<file path="src/rtl/complex_abs_peak_if.sv">
// Sample-stream bundle between the complex matched filter, the magnitude/peak stage and the detector.
// The master side drives the complex samples; the slave side returns magnitudes and the peak report.
interface complex_abs_peak_if #(
    parameter int DATA_WIDTH  = 16,
    parameter int INDEX_WIDTH = 16
);
    logic                         dataInValid;
    logic signed [DATA_WIDTH-1:0] dataInRe;
    logic signed [DATA_WIDTH-1:0] dataInIm;
    logic        [DATA_WIDTH:0]   magOut;
    logic                         magOutValid;
    logic        [DATA_WIDTH:0]   peakValue;
    logic        [INDEX_WIDTH-1:0] peakIndex;
    logic                         peakValidFlag;

    modport master (
        output dataInValid, dataInRe, dataInIm,
        input  magOut, magOutValid, peakValue, peakIndex, peakValidFlag
    );

    modport slave (
        input  dataInValid, dataInRe, dataInIm,
        output magOut, magOutValid, peakValue, peakIndex, peakValidFlag
    );
endinterface

</file>
<file path="src/rtl/complex_abs_peak.sv">
// Alpha-max-plus-beta-min magnitude (max + 3/8 min) with a per-frame peak search and report.
// Optional macro PEAK_THRESHOLD_EN adds a threshold input and a detectFlag output.
module complex_abs_peak #(
    parameter int DATA_WIDTH   = 16,
    parameter int FRAME_LENGTH = 33000,
    parameter int INDEX_WIDTH  = 16
) (
    input  logic                  clock,
    input  logic                  reset,
    input  logic                  enable,
`ifdef PEAK_THRESHOLD_EN
    input  logic [DATA_WIDTH:0]   threshold,
    output logic                  detectFlag,
`endif
    output logic                  busy,
    complex_abs_peak_if.slave     bus
);
    typedef enum logic [1:0] {IDLE, RUN, DONE} stateType;

    localparam logic [DATA_WIDTH-1:0]  ONE        = DATA_WIDTH'(1);
    localparam logic [INDEX_WIDTH-1:0] LAST_INDEX = INDEX_WIDTH'(FRAME_LENGTH - 1);
    localparam logic [INDEX_WIDTH-1:0] INDEX_ONE  = INDEX_WIDTH'(1);

    stateType state, nextState;

    logic [DATA_WIDTH-1:0] reBits, imBits, absRe, absIm;
    logic [DATA_WIDTH-1:0] s1Re, s1Im, s2Max, s2Min;
    logic                  s1Valid, s2Valid;
    logic [DATA_WIDTH:0]   magReg;
    logic                  magValidReg;

    logic [INDEX_WIDTH-1:0] sampleCount, runIndex, peakIndexReg;
    logic [DATA_WIDTH:0]    runPeak, peakValueReg;
    logic                   peakFlagReg;

    // Two's-complement negate on the raw bits so the most negative input maps to 2^(W-1).
    assign reBits = bus.dataInRe;
    assign imBits = bus.dataInIm;
    assign absRe  = reBits[DATA_WIDTH-1] ? (~reBits + ONE) : reBits;
    assign absIm  = imBits[DATA_WIDTH-1] ? (~imBits + ONE) : imBits;

    always_ff @(posedge clock) begin
        if (reset) begin
            s1Re        <= '0;
            s1Im        <= '0;
            s1Valid     <= 1'b0;
            s2Max       <= '0;
            s2Min       <= '0;
            s2Valid     <= 1'b0;
            magReg      <= '0;
            magValidReg <= 1'b0;
        end else begin
            s1Valid <= bus.dataInValid;
            if (bus.dataInValid) begin
                s1Re <= absRe;
                s1Im <= absIm;
            end
            s2Valid <= s1Valid;
            if (s1Valid) begin
                if (s1Re >= s1Im) begin
                    s2Max <= s1Re;
                    s2Min <= s1Im;
                end else begin
                    s2Max <= s1Im;
                    s2Min <= s1Re;
                end
            end
            magValidReg <= s2Valid;
            if (s2Valid) begin
                magReg <= {1'b0, s2Max} + {3'b000, s2Min[DATA_WIDTH-1:2]}
                        + {4'b0000, s2Min[DATA_WIDTH-1:3]};
            end
        end
    end

    always_ff @(posedge clock) begin
        if (reset) state <= IDLE;
        else       state <= nextState;
    end

    always_comb begin
        nextState = state;
        case (state)
            IDLE: if (enable) nextState = RUN;
            RUN:  if (magValidReg && sampleCount == LAST_INDEX) nextState = DONE;
            DONE: nextState = enable ? RUN : IDLE;
            default: nextState = IDLE;
        endcase
    end

    // A zero counter marks the first sample of a frame, so the running peak never needs a sentinel.
    always_ff @(posedge clock) begin
        if (reset) begin
            sampleCount  <= '0;
            runPeak      <= '0;
            runIndex     <= '0;
            peakValueReg <= '0;
            peakIndexReg <= '0;
            peakFlagReg  <= 1'b0;
`ifdef PEAK_THRESHOLD_EN
            detectFlag   <= 1'b0;
`endif
        end else begin
            peakFlagReg <= 1'b0;
            case (state)
                IDLE: begin
                    if (enable) begin
                        sampleCount <= '0;
                        runPeak     <= '0;
                        runIndex    <= '0;
                    end
                end
                RUN: begin
                    if (magValidReg) begin
                        if (sampleCount == '0 || magReg > runPeak) begin
                            runPeak  <= magReg;
                            runIndex <= sampleCount;
                        end
                        sampleCount <= sampleCount + INDEX_ONE;
                    end
                end
                DONE: begin
                    peakValueReg <= runPeak;
                    peakIndexReg <= runIndex;
                    peakFlagReg  <= 1'b1;
                    sampleCount  <= '0;
`ifdef PEAK_THRESHOLD_EN
                    detectFlag   <= (runPeak > threshold);
`endif
                end
                default: begin
                    sampleCount <= '0;
                end
            endcase
        end
    end

    assign bus.magOut        = magReg;
    assign bus.magOutValid   = magValidReg;
    assign bus.peakValue     = peakValueReg;
    assign bus.peakIndex     = peakIndexReg;
    assign bus.peakValidFlag = peakFlagReg;
    assign busy              = (state != IDLE);
endmodule

</file>
<file path="src/flat_wrapper.sv">
// flat-port wrapper written by rule: the top's interface ports become plain ports
module complex_abs_peak_flat 
#(
    parameter int DATA_WIDTH   = 16,
    parameter int FRAME_LENGTH = 33000,
    parameter int INDEX_WIDTH  = 16
)
  (clock, reset, enable, busy, bus_dataInValid, bus_dataInRe, bus_dataInIm, bus_magOut, bus_magOutValid, bus_peakValue, bus_peakIndex, bus_peakValidFlag);
  complex_abs_peak_if #(.DATA_WIDTH(DATA_WIDTH), .INDEX_WIDTH(INDEX_WIDTH)) bus_i ();
  input  logic clock;
  input  logic reset;
  input  logic enable;
  output logic busy;
  input wire logic [$bits(bus_i.dataInValid)-1:0] bus_dataInValid;
  input wire logic [$bits(bus_i.dataInRe)-1:0] bus_dataInRe;
  input wire logic [$bits(bus_i.dataInIm)-1:0] bus_dataInIm;
  output wire logic [$bits(bus_i.magOut)-1:0] bus_magOut;
  output wire logic [$bits(bus_i.magOutValid)-1:0] bus_magOutValid;
  output wire logic [$bits(bus_i.peakValue)-1:0] bus_peakValue;
  output wire logic [$bits(bus_i.peakIndex)-1:0] bus_peakIndex;
  output wire logic [$bits(bus_i.peakValidFlag)-1:0] bus_peakValidFlag;
  assign bus_i.dataInValid = bus_dataInValid;
  assign bus_i.dataInRe = bus_dataInRe;
  assign bus_i.dataInIm = bus_dataInIm;
  assign bus_magOut = bus_i.magOut;
  assign bus_magOutValid = bus_i.magOutValid;
  assign bus_peakValue = bus_i.peakValue;
  assign bus_peakIndex = bus_i.peakIndex;
  assign bus_peakValidFlag = bus_i.peakValidFlag;
  complex_abs_peak #(.DATA_WIDTH(DATA_WIDTH), .FRAME_LENGTH(FRAME_LENGTH), .INDEX_WIDTH(INDEX_WIDTH)) u_core (.clock(clock), .reset(reset), .enable(enable), .busy(busy), .bus(bus_i));
endmodule
</file>
<file path="config.mk">
export PLATFORM = sky130hd
export DESIGN_NAME = complex_abs_peak_flat
export DESIGN_NICKNAME = d
export VERILOG_FILES = /design/src/rtl/complex_abs_peak_if.sv /design/src/rtl/complex_abs_peak.sv /design/src/flat_wrapper.sv
export SDC_FILE = /design/constraint.sdc
export NUM_CORES = 1
export LEC_CHECK = 0
export ABC_AREA = 1
export BUFFER_PORTS_ARGS = -buffer_cell sky130_fd_sc_hd__buf_2
export CAP_MARGIN = 20
export CORE_ASPECT_RATIO = 0.9
export CORE_MARGIN = 5
export CORE_UTILIZATION = 52
export CTS_BUF_LIST = sky130_fd_sc_hd__clkbuf_2 sky130_fd_sc_hd__clkbuf_4 sky130_fd_sc_hd__clkbuf_8
export CTS_CLUSTER_DIAMETER = 30
export CTS_CLUSTER_SIZE = 28
export DETAILED_ROUTE_END_ITERATION = 8
export GPL_ROUTABILITY_DRIVEN = 1
export PLACE_DENSITY = 0.74
export SYNTH_ARGS = -nofsm -noshare
export SYNTH_HDL_FRONTEND = slang
export SYNTH_SLANG_ARGS = --single-unit
</file>
<file path="constraint.sdc">
create_clock -name clock -period 6.4 [get_ports clock]
set_input_delay 0.96 -clock clock [delete_from_list [all_inputs] [get_ports clock]]
set_output_delay 0.96 -clock clock [all_outputs]
set_load 0.01 [all_outputs]
</file>
==> key figures <==
Global routing
  – GRT Total Usage: 23.0%
  – Largest net degree at the start of global routing: 55
  – Number of global-route vias before repair: 7935
  – First-pass GRT wire length: 38800 µm
  – Gr ovfl total: 0
  – Initial antenna violation count: 0

Synthesis
  – Synthesized area: 0.00936 mm²
  – Syn_nets: 1425
  – YS warnings: 0
  – Syn Area/Cell: 7.07 µm²
  – Distinct cells, synth: 43
  – Post-synth top area share: 35.7%
  – Sequential fraction of the synthesis area: 35.7%
  – Primary FF master, synth: dfxtp_1
  – Top cells by area, synth: dfxtp_1, nand2_1, a21oi_1
  – Number of synthesized flops with an enable pin: 0
  – Dominant cell type by area after synthesis: dfxtp_1
  – Ys async rst share: 0%
  – #FFs+latches synth: 167
  – Syn Inst Count: 1323

STA
  – Clk_skew: 0.0198 ns
  – Least-Margin Pin Slew: 0.975 ns
  – Final setup viols: 0
  – Highest Clock Rate: 302 MHz
  – Final WS setup: 3.09 ns
  – Fin Setup TNS: 0 ns
  – RSZ-0062 raised after global routing: false
  – Fin. max-slew vios: 0
  – Slew margin rel.: 34.8%
  – Fin. Hold Viols: 0
  – Final period util: 51.7%
  – Period minus WS final: 3.31 ns

Clock tree
  – Worst-Skew Late Latency: 0.48 ns
  – CTS root buf: clkbuf_8
  – Clk buf depth: 2
  – TritonCTS buffer count: 17
  – Setup bufs post-CTS: 0
  – # resized after CTS: 0
  – Cts hold-fix bufs: 0
  – Clk sinks: 167
  – CTS clk-pin slew, worst paths: 0.10 ns
  – CTS tree: done
  – H-tree Lvls: 4

Critical path
  – CP Class: reg -> reg
  – CP endpoint: u_core.s2Min[2]
  – Crit path launch: u_core.s1Im[3]
  – Arr. time, crit path: 3.71 ns
  – Cells on worst reg2reg path: 14
  – Worst Setup End Kind: register
  – Setup crit start kind: register
  – Critical R2R Capture: u_core.s2Min[2]
  – Reg2reg start: u_core.s1Im[3]
  – Reg2reg setup slack: 3.09 ns
  – Worst-path fanout max: 31
  – Critical path required time: 6.80 ns

Power and ir drop
  – Comb pwr share: 20.7%
  – Internal power: 0.00164 W
  – Cell leakage power: 4.96 nW
  – Switching share of total power: 32.9%
  – Seq pwr share: 46.8%
  – Total net switching power: 0.000804 W
  – Max IR drop VDD: 166 µV
  – Pwr Density: 238 mW/mm²
  – Clk network pwr share: 32.5%

Place
  – Dpl hpwl: 16800 µm
  – DP Worst Slack: 3.06 ns
  – RD Place Congestion: 0.906
  – Port Buf Inserts: 88

Finish
  – # diodes: 0
  – Most common cell after layout, fill and taps aside: nand2_1
  – Share of layout cells above drive strength 1: 11.4%
  – Fin util: 58.2%
  – Most frequent cells in the layout: nand2_1, dfxtp_1, nor2_1, inv_1, a21oi_1
  – Fillcell total: 1746
  – Nets: 1472
  – P&R area growth vs syn: 9.92%

Run
  – Total of max-cap violations: 0

Drt
  – DRC: 0
  – WL/cell: 14.3 µm
  – Drt total wl: 23200 µm
  – First-pass detailed-route iteration total: 5
  – DRT iter0 DRCs: 611
  – Post-route ant nets: 0
  – Vias: 8739
  – Vias per inst: 5.39

Status
  – Status: finished, final reports clean

Min path
  – Hold Crit Class: reg -> reg

Floorplanning
  – Num ports: 89
  – Chip height: 137 µm
  – Starting Density: 53.0%
  – Die width: 151 µm
  – Row count: 46
  – Die Area: 0.0208 mm²
  – Core Region: 0.0177 mm²
worst max-delay path, stage by stage (launching register included):
cell and delay (ns):
dfxtp_1 0.35, inv_1 0.08, ha_1 0.31, nand2_1 0.10
inv_1 0.04, nand2_1 0.05, nand2_1 0.06, nand2_1 0.07
nand2_1 0.05, nand2_1 0.71, nand3_1 0.74, buf_8 0.38
nand2_1 0.07, nand3_1 0.07, a21oi_1 0.13
registers in the layout, summed over array words and instances (netlist names), 14 cells and up:
name                  cells
u_core.bus.peakIndex     16
u_core.s1Im              16
u_core.sampleCount       16
u_core.bus.peakValue     17
u_core.runPeak           17
u_core.runIndex          16
u_core.bus.magOut        17
u_core.s2Min             14
u_core.s1Re              16
u_core.s2Max             16
power by group through the flow:
stage | Combinational [W] | Sequential [W] | Clock [W]
4_1_cts | 0.000503 | 0.00114 | 0.000811
3_3_place_gp | 0.000489 | 0.00117 | 0
5_1_grt | 0.000579 | 0.00115 | 0.000855
6_report | 0.000505 | 0.00114 | 0.000794
2_1_floorplan | 0.000386 | 0.00115 | 0
3_5_place_dp | 0.000500 | 0.00117 | 0
stage by stage:
step	area (µm²)	instances	power, W	hold slack [ns]
after global routing	10300	1622	0.00259	0.494
after CTS	10300	1620	0.00246	0.461
final	10300	1622	0.00244	0.462
after global placement	9820	1588	0.00166	0.445
after floorplan	9360	1323	0.00154	0.430
after detailed placement	9830	1589	0.00167	0.446
cell usage after synthesis, drive strengths merged (3+ instances only):
library cell,n
nand2,254
a21o,3
nand4,46
clkbuf,48
o221ai,4
dfxtp,167
o21a,3
a211oi,3
nor2,160
inv,152
nor3,14
xor2,23
a21oi,158
nand3,92
buf,21
o21ai,92
fa,14
ha,52
final cells by class:
type / count / area (µm²) / share of cell area, %
inverters: 154 / 581 / 5.64
well taps: 240 / 300 / 2.92
repair buffers: 97 / 536 / 5.21
clock buffers: 17 / 234 / 2.27
multi-input cells: 933 / 5110 / 49.7
clock inverters: 14 / 184 / 1.79
flip-flops and latches: 167 / 3340 / 32.5
layer usage:
metal | vias to the layer above | track usage, % | routed length, µm
met5 | - | 0 | 0
met4 | 0 | 6.45 | 333
met3 | 31 | 3.91 | 1120
met2 | 233 | 37.0 | 10900
met1 | 4045 | 31.9 | 10800
li1 | 4430 | - | -
kinds of logic (layout without fill, tap and decap cells):
group | Yosys count | count (layout) | share of synthesized area [%]
simple gates | 569 | 569 | 26.4
fa+ha+maj | 66 | 66 | 9.95
flops | 167 | 167 | 35.7
xor+xnor | 25 | 25 | 2.34
buf+inv | 223 | 282 | 9.80
compound gates | 273 | 273 | 15.8
how the worst min path moves through the flow:
stage,start,end,slack (ns),depth (start not counted)
floorplan,u_core.runIndex[0],u_core.bus.peakIndex[0],0.43,2
global placement,u_core.runIndex[11],u_core.bus.peakIndex[11],0.45,2
detailed placement,u_core.runIndex[11],u_core.bus.peakIndex[11],0.45,2
CTS,u_core.runIndex[11],u_core.bus.peakIndex[11],0.46,2
global route,u_core.s2Max[0],u_core.s2Max[0],0.49,2
finish,u_core.runIndex[11],u_core.bus.peakIndex[11],0.46,2
Note: power is estimated with default switching activity, not from simulation.
